`src/rtl/cam_pwr_seq_pkg.sv`:
```
// Shared state encoding and limits for the camera power sequencer.
package cam_pwr_seq_pkg;
  typedef enum logic [2:0] {
    S_WAIT_LOCK = 3'd0,
    S_PWDN      = 3'd1,
    S_RST       = 3'd2,
    S_SETTLE    = 3'd3,
    S_CFG       = 3'd4,
    S_READY     = 3'd5
  } state_e;

  localparam logic [3:0] RETRY_MAX = 4'd15;
endpackage

```
`src/rtl/cam_pwr_seq_sync_2ff.sv`:
```
// Single-bit two-flop synchroniser for asynchronous status inputs.
module sync_2ff (
  input  logic clk,
  input  logic reset,
  input  logic d,
  output logic q
);
  logic meta_d, meta_q, sync_d, sync_q;

  always_comb begin
    meta_d = d;
    sync_d = meta_q;
  end

  always_ff @(posedge clk) begin
    if (reset) begin
      meta_q <= 1'b0;
      sync_q <= 1'b0;
    end else begin
      meta_q <= meta_d;
      sync_q <= sync_d;
    end
  end

  assign q = sync_q;
endmodule

```
`src/rtl/cam_pwr_seq.sv`:
```
// CMOS sensor power-up sequencer: waits for stable clock lock, walks PWDN,
// RESET_N and settle phases, starts SCCB config and releases system reset.
module cam_pwr_seq
  import cam_pwr_seq_pkg::*;
#(
  parameter int LOCK_STABLE_CYC = 1024,
  parameter int PWDN_CYC        = 125000,
  parameter int RST_CYC         = 25000,
  parameter int SETTLE_CYC      = 500000,
  parameter int CFG_TIMEOUT_CYC = 2500000,
  parameter int CNT_W           = 24
) (
  input  logic       clk,
  input  logic       reset,
  input  logic       locked,
  input  logic       cfg_done,
  output logic       cmos_pwdn,
  output logic       cmos_rst_n,
  output logic       sys_rst_n,
  output logic       cfg_start,
  output logic       ready,
  output logic [3:0] retry_cnt,
  output logic [2:0] state
);
  logic             lock_s;
  state_e           state_d, state_q;
  logic [CNT_W-1:0] tmr_d, tmr_q;
  logic [3:0]       retry_d, retry_q;
  logic             pwdn_d, pwdn_q, rst_n_d, rst_n_q, sys_rst_n_d, sys_rst_n_q;
  logic             cfg_start_d, cfg_start_q, ready_d, ready_q;

  sync_2ff u_lock_sync (
    .clk   (clk),
    .reset (reset),
    .d     (locked),
    .q     (lock_s)
  );

  always_comb begin
    state_d = state_q;
    retry_d = retry_q;
    case (state_q)
      S_WAIT_LOCK: if (lock_s && tmr_q == CNT_W'(LOCK_STABLE_CYC - 1)) state_d = S_PWDN;
      S_PWDN:      if (tmr_q == CNT_W'(PWDN_CYC - 1))   state_d = S_RST;
      S_RST:       if (tmr_q == CNT_W'(RST_CYC - 1))    state_d = S_SETTLE;
      S_SETTLE:    if (tmr_q == CNT_W'(SETTLE_CYC - 1)) state_d = S_CFG;
      S_CFG: begin
        // cfg_done sampled in the pulse cycle is stale from a previous attempt
        if (cfg_done && !cfg_start_q) begin
          state_d = S_READY;
        end else if (tmr_q == CNT_W'(CFG_TIMEOUT_CYC - 1)) begin
          state_d = S_PWDN;
          if (retry_q != RETRY_MAX) retry_d = retry_q + 4'd1;
        end
      end
      S_READY:     state_d = S_READY;
      default:     state_d = S_WAIT_LOCK;
    endcase
    if (!lock_s) begin
      state_d = S_WAIT_LOCK;
      retry_d = retry_q;
    end

    if (state_d != state_q)
      tmr_d = '0;
    else if (state_q == S_WAIT_LOCK)
      tmr_d = lock_s ? tmr_q + CNT_W'(1) : '0;
    else if (state_q == S_READY)
      tmr_d = '0;
    else
      tmr_d = tmr_q + CNT_W'(1);

    // outputs decode the next state so they switch on the same edge as state_q
    pwdn_d      = (state_d == S_WAIT_LOCK) || (state_d == S_PWDN);
    rst_n_d     = (state_d == S_SETTLE) || (state_d == S_CFG) || (state_d == S_READY);
    sys_rst_n_d = (state_d == S_CFG) || (state_d == S_READY);
    cfg_start_d = (state_d == S_CFG) && (state_q != S_CFG);
    ready_d     = (state_d == S_READY);
  end

  always_ff @(posedge clk) begin
    if (reset) begin
      state_q     <= S_WAIT_LOCK;
      tmr_q       <= '0;
      retry_q     <= '0;
      pwdn_q      <= 1'b1;
      rst_n_q     <= 1'b0;
      sys_rst_n_q <= 1'b0;
      cfg_start_q <= 1'b0;
      ready_q     <= 1'b0;
    end else begin
      state_q     <= state_d;
      tmr_q       <= tmr_d;
      retry_q     <= retry_d;
      pwdn_q      <= pwdn_d;
      rst_n_q     <= rst_n_d;
      sys_rst_n_q <= sys_rst_n_d;
      cfg_start_q <= cfg_start_d;
      ready_q     <= ready_d;
    end
  end

  assign cmos_pwdn  = pwdn_q;
  assign cmos_rst_n = rst_n_q;
  assign sys_rst_n  = sys_rst_n_q;
  assign cfg_start  = cfg_start_q;
  assign ready      = ready_q;
  assign retry_cnt  = retry_q;
  assign state      = state_q;
endmodule

```
`config.mk`:
```
export PLATFORM = sky130hd
export DESIGN_NAME = cam_pwr_seq
export DESIGN_NICKNAME = d
export VERILOG_FILES = /design/src/rtl/cam_pwr_seq_pkg.sv /design/src/rtl/cam_pwr_seq_sync_2ff.sv /design/src/rtl/cam_pwr_seq.sv
export SDC_FILE = /design/constraint.sdc
export NUM_CORES = 1
export LEC_CHECK = 0
export CORE_MARGIN = 4
export CORE_UTILIZATION = 35
export CTS_BUF_LIST = sky130_fd_sc_hd__clkbuf_2
export DETAILED_ROUTE_END_ITERATION = 10
export PLACE_DENSITY_LB_ADDON = 0.12
export SLEW_MARGIN = 15
export SYNTH_ARGS = -nofsm -noshare
export SYNTH_HDL_FRONTEND = slang
export SYNTH_SLANG_ARGS = --single-unit
```
`constraint.sdc`:
```
create_clock -name clk -period 2.9 [get_ports clk]
set_clock_uncertainty 0.2 [all_clocks]
set_input_delay 0.29 -clock clk [delete_from_list [all_inputs] [get_ports clk]]
set_output_delay 0.29 -clock clk [all_outputs]
set_load 0.05 [all_outputs]
```
==> results.cfg <==
[floorplan]
io_pins = 16
core_mm2 = 0.00589
start_util_pct = 35.9
fp.dieArea_mm2 = 0.00735
fp-row-count = 28
die_w_um = 85.8
die_h_um = 85.8

[run]
maxCapViolCount = 0

[worst_setup_path]
critPathMaxFanout = 14
worstSetupPathType = reg2reg
crit_arrival_ps = 2580
r2r-end = tmr_q[17]
worst_ep_required_time_ps = 2970
timing.reg2reg.setup_slack_ps = 380
r2r_cells = 8
endpoint_kind = flip-flop
max_stage_delay_ps = 440
slowest_stage = o32a_1
worstPathCellList = ha_1, and3_1, nand3_1, o32a_1, or2_1, a21boi_2, buf_4, nor3_1
r2r_start = tmr_q[0]
critPathBufInv = 1
critPathTopFamily = simple AND/OR/NAND/NOR gates
crit_path_start_kind = flip-flop

[yosys]
synthCells = 260
ys_types = 48
syn-mean-instance-area_um2 = 8.14
synth_ff_type = dfxtp_1
synth-seq-cells = 38
yosys_warnings = 0
seq_area_frac_synth_pct = 36.0
synth_area_mm2 = 0.00212
ys_async_sr_fraction_pct = 0
synth_fp_nets = 266
synth-edff-count = 0

[route]
drc = 0
antenna_left = 0
vias = 1863
drt_iter0_markers = 87
totalWireLength_mm = 5.02
drt_pre_antenna_iters = 4
routedWlPerCell_um = 14.0
viasPerCell = 5.19

[sta]
final_max_slew_viol_count = 0
rsz0062_at_grt = no
fmax_ghz = 0.397
setup_tns_ps = 0
finalHoldViolations = 0
setup_viol = 0
fin_crit_ps = 2520
tightest_slew_ps = 667
slew_headroom_pct = 55.5
fin_ws_ps = 381
fin_crit_sh_pct = 86.9

[clock_tree]
cts_buffers = 5
cts_hold_buf = 0
clk_latency_ps = 380
cts_tree = yes
cts_buffer_depth = 2
cts.sinks = 38
htree_levels = 2
cts-root-buf = clkbuf_2
path_clk_slew_ps = 190
ctsResizeCount = 0
postCtsSetupBuffers = 0

[grt]
grt_start_max_net_pins = 25
grt_pass1_wl_mm = 8.69
grt.overflow.total = 0
grt_util_all_layers_pct = 14.7
antenna_found_initial = 0
grt_pass1_vias = 1749

[power_and_ir_drop]
total_power_w = 0.000953
powerDensity_mw_per_mm2 = 382
p_leak_nw = 0.894
ir_drop_uv = 181

[placed_design]
place_ws_ps = 126
gp_congestion = 0.792
portBuffers = 15
hpwlAfterDp_mm = 3.65

[min_path]
hold_path_depth = 2
hold_class = in2reg
worstHoldEndpoint = u_lock_sync.meta_q
hp-start = locked

[cells_and_area]
drive_gt1_share_pct = 11.6
layout.nets = 289
fill_cells = 631
areaGrowthSynthToFinish_pct = 18.0
multiInputGateArea_mm2 = 0.00127
n_antenna_cell = 0
seq_area_um2 = 761

[status]
status = complete, no violations
flip-flops by register name, indices dropped and copies added (netlist names):
name,count
cfg_start,1
cmos_pwdn,1
cmos_rst_n,1
ready,1
retry_cnt,4
state,3
sys_rst_n,1
tmr_q,24
u_lock_sync.meta_q,1
u_lock_sync.q,1
cell usage after synthesis, types with 2 or more instances:
| library cell | instances | area share (%) |
|---|---|---|
| or2_1 | 2 | 0.59 |
| and2_1 | 4 | 1.2 |
| nor4_1 | 5 | 1.5 |
| nor2b_1 | 4 | 1.2 |
| ha_1 | 2 | 1.2 |
| and4_1 | 3 | 1.2 |
| nand2_1 | 31 | 5.5 |
| nand3b_1 | 5 | 1.8 |
| nand3_1 | 17 | 4.0 |
| nor3b_1 | 3 | 1.1 |
| buf_2 | 7 | 1.7 |
| nand4_1 | 13 | 3.8 |
| nand2b_1 | 4 | 1.2 |
| xor2_1 | 9 | 3.7 |
| xnor2_1 | 16 | 6.6 |
| dfxtp_1 | 38 | 36 |
| o21ai_1 | 2 | 0.47 |
| inv_1 | 6 | 1.1 |
| clkbuf_1 | 5 | 0.89 |
| nor3_1 | 31 | 7.3 |
| o31ai_1 | 2 | 0.71 |
| and3_1 | 5 | 1.5 |
| a211oi_2 | 2 | 1.2 |
| nor2_1 | 20 | 3.5 |
power by group:
part            total, W  internal [W]  switching [W]
logic          0.0000207    0.00000922      0.0000115
registers       0.000527      0.000525     0.00000162
clock network   0.000405      0.000230       0.000176
total           0.000953      0.000764       0.000189
how the worst max path moves through the flow:
| stage | start | to | slack [ps] | cells after the start |
|---|---|---|---|---|
| global route | tmr_q[0] | tmr_q[8] | 170 | 7 |
| floorplan | state[0] | tmr_q[10] | 590 | 7 |
| global placement | tmr_q[0] | tmr_q[1] | 130 | 7 |
| CTS | tmr_q[0] | tmr_q[11] | 100 | 7 |
| finish | tmr_q[0] | tmr_q[17] | 380 | 8 |
| detailed placement | tmr_q[0] | tmr_q[22] | 130 | 7 |
cell usage in the layout (no fill, tap or decap), types with 4 or more instances in the layout:
cell	n
nor3_1	31
nor4_1	5
xor2_1	9
nand3b_1	5
nor2b_1	4
xnor2_1	16
clkdlybuf4s50_1	15
dfxtp_1	38
nand4_1	13
buf_4	14
clkbuf_2	5
nor2_1	20
and2_1	4
nand2_1	31
nand2b_1	4
nand3_1	17
and3_1	5
inv_1	6
final cells by class:
class / instances / share of cell area (%)
Multi-Input combinational cell: 202 / 50.9
Sequential cell: 38 / 30.5
Timing Repair Buffer: 29 / 10.2
Tap cell: 75 / 3.76
Clock inverter: 3 / 2.56
Inverter: 7 / 1.05
Clock buffer: 5 / 1.00
cells by family after synthesis:
kind of cell             after synthesis  share of synthesized area [%]
XOR/XNOR                              25                           10.3
AND/OR/NAND/NOR                      158                           40.9
AO/OA/AOI/OAI                         16                           6.80
adder cells (fa/ha/maj)                2                           1.18
flip-flops                            38                           36.0
buffers and inverters                 20                           4.32
multiplexers                           1                          0.473
metrics by stage:
| step | util [%] | cell area, um2 | std cells | hold WS, ps |
|---|---|---|---|---|
| after global routing | 42.4 | 2500 | 359 | 189 |
| after CTS | 42.3 | 2490 | 359 | 206 |
| after detailed placement | 40.8 | 2400 | 351 | 254 |
| after global placement | 40.8 | 2400 | 351 | 266 |
| final | 42.4 | 2500 | 359 | 234 |
| after floorplan | - | 2120 | 260 | 159 |
layer usage:
metal | global-route usage, % | up-vias | wire length, um
li1 | - | 966 | -
met1 | 20.0 | 871 | 2550
met2 | 22.9 | 20 | 2240
met3 | 3.07 | 6 | 153
met4 | 5.47 | 0 | 66
met5 | 0 | - | 0
Power figures use the tool's default switching activity.
==> edit, RTL diff (same settings) <==
`CNT_W`: 24 -> 12.
--- a/src/rtl/cam_pwr_seq.sv
+++ b/src/rtl/cam_pwr_seq.sv
@@ -8,7 +8,7 @@
   parameter int RST_CYC         = 25000,
   parameter int SETTLE_CYC      = 500000,
   parameter int CFG_TIMEOUT_CYC = 2500000,
-  parameter int CNT_W           = 24
+  parameter int CNT_W           = 12
 ) (
   input  logic       clk,
   input  logic       reset,
Formal check against the unedited RTL: same outputs for any inputs over 10 cycles, from zero or initial values and one cycle with reset high; that may be too few to reach the edited logic, so the function may still have changed.
==> edit against the original RTL <==
Worst setup slack got worse by 0.028 ns; combinational power fell by 6%; wire length fell by 53%; sequential cell count fell by 12; total power fell by 36%; global-route usage fell by 3.1 points; fmax fell by 1.1%; final area fell by 41%; area after synthesis fell by 42%; critical path type unchanged.
==> edit: results (changes against the original RTL) <==
* Status: completed (unchanged)
* RD Place Congestion at 0.776 (was 0.792)
* Crit-path max FO at 12 (was 14)
* WHS at 0.231 ns (was 0.234 ns)
* Final cell count without fillers at 198 (was 359)
* Via count at 982 (was 1863)
* Fill cells at 355 (was 631)
* Internal at 0.490 mW (was 0.764 mW)
* Critical path arrival at 2.62 ns (was 2.58 ns)
* Worst skew pair latency at 0.36 ns (was 0.38 ns)
* Synth top area cells: dfxtp_1 42%, nor2_1 6.7%, xor2_1 6.4% (was dfxtp_1 36%, nor3_1 7.3%, xnor2_1 6.6%)
* Largest net degree at the start of global routing at 16 (was 25)
* Total clock buffers created by CTS at 3 (was 5)
* Max FFs per register at 12 (was 24)
* Global Route Usage Sum at 0.116 (was 0.147)
* Fin nets at 159 (was 289)
* DR iter-0 viols at 55 (was 87)
* Clk slew on worst S/H paths at 0.26 ns (was 0.19 ns)
* Worst slew margin relative to its limit at 0.589 (was 0.555)
* Synth top cells by count: 26 x dfxtp_1, 22 x nor2_1, 9 x xor2_1 (was 38 x dfxtp_1, 31 x nand2_1, 31 x nor3_1)
* Netlist cell types at 40 (was 48)
* Global-route wire length before repair at 4.02 mm (was 8.69 mm)
* Crit-path slowest cell: dfxtp_1 (was o32a_1)
* Leakage at 0.514 nW (was 0.894 nW)
* Area of placed instances at 1440 µm² (was 2400 µm²)
* Syn Inst Count at 137 (was 260)
* Layout cells sized above 1 at 0.0658 (was 0.116)
-- edit: cell count changes after synthesis, sizes merged, moves of 6 or more --
cell   before  now
xnor2      16    4
dfxtp      38   26
nand3      17    7
nor3       31    3
nand2      31    7
buf         8    2
nand4      14    2
nor4        7    1
inv         7    1
-- edit: cell families (layout without fill, tap and decap cells) --
logic type / count (synthesis) / after routing / share of synthesized area
adder cells (fa/ha/maj): 2 / 2 / 0.0203
multiplexers: 2 / 2 / 0.0162
AO/OA/AOI/OAI: 12 / 12 / 0.0863
buffers and inverters: 7 / 22 / 0.0284
AND/OR/NAND/NOR: 75 / 75 / 0.334
flip-flops: 26 / 26 / 0.422
XOR/XNOR: 13 / 13 / 0.0924
-- edit: layout make-up --
class | count | area [µm²] | area share
Multi-Input combinational cell | 104 | 677 | 0.457
Sequential cell | 26 | 520 | 0.351
Timing Repair Buffer | 17 | 178 | 0.120
Tap cell | 46 | 57.6 | 0.0389
Clock inverter | 1 | 30.0 | 0.0203
Clock buffer | 3 | 15.0 | 0.0101
Inverter | 1 | 3.75 | 0.00253
-- edit: through the flow --
stage / total power [mW] / utilization / worst slack (ns)
floorplan: 0.379 / - / 0.512
global placement: 0.388 / 0.427 / 0.403
detailed placement: 0.389 / 0.427 / 0.379
CTS: 0.622 / 0.440 / 0.349
global route: 0.638 / 0.440 / 0.224
finish: 0.610 / 0.440 / 0.353
-- edit: worst reg2reg max path: stages (launching register included) --
cell	delay [ns]
dfxtp_1	0.41
ha_1	0.23
and4_1	0.33
nand4b_1	0.22
a21bo_2	0.28
a31oi_4	0.17
mux2i_1	0.31
buf_12	0.17
and2b_1	0.17
-- edit: path summary, 6_finish.rpt --
path	cells after the start	end	slack, ns
min reg2reg	1	tmr_q[0]	0.27
min	2	u_lock_sync.meta_q	0.23
max	8	tmr_q[1]	0.35
max reg2reg	8	tmr_q[1]	0.35
-- edit: power by group through the flow --
| stage | Combinational [mW] | Clock [mW] | Sequential, mW |
|---|---|---|---|
| finish | 0.0195 | 0.229 | 0.362 |
| CTS | 0.0198 | 0.240 | 0.363 |
| floorplan | 0.0111 | 0 | 0.368 |
| global placement | 0.0195 | 0 | 0.369 |
| detailed placement | 0.0199 | 0 | 0.369 |
| global route | 0.0220 | 0.252 | 0.363 |
-- edit: layer usage --
metal | track usage | wire, µm
met3 | 0.0283 | 72
met5 | 0 | 0
met1 | 0.160 | 1240
met2 | 0.168 | 991
met4 | 0.0532 | 44
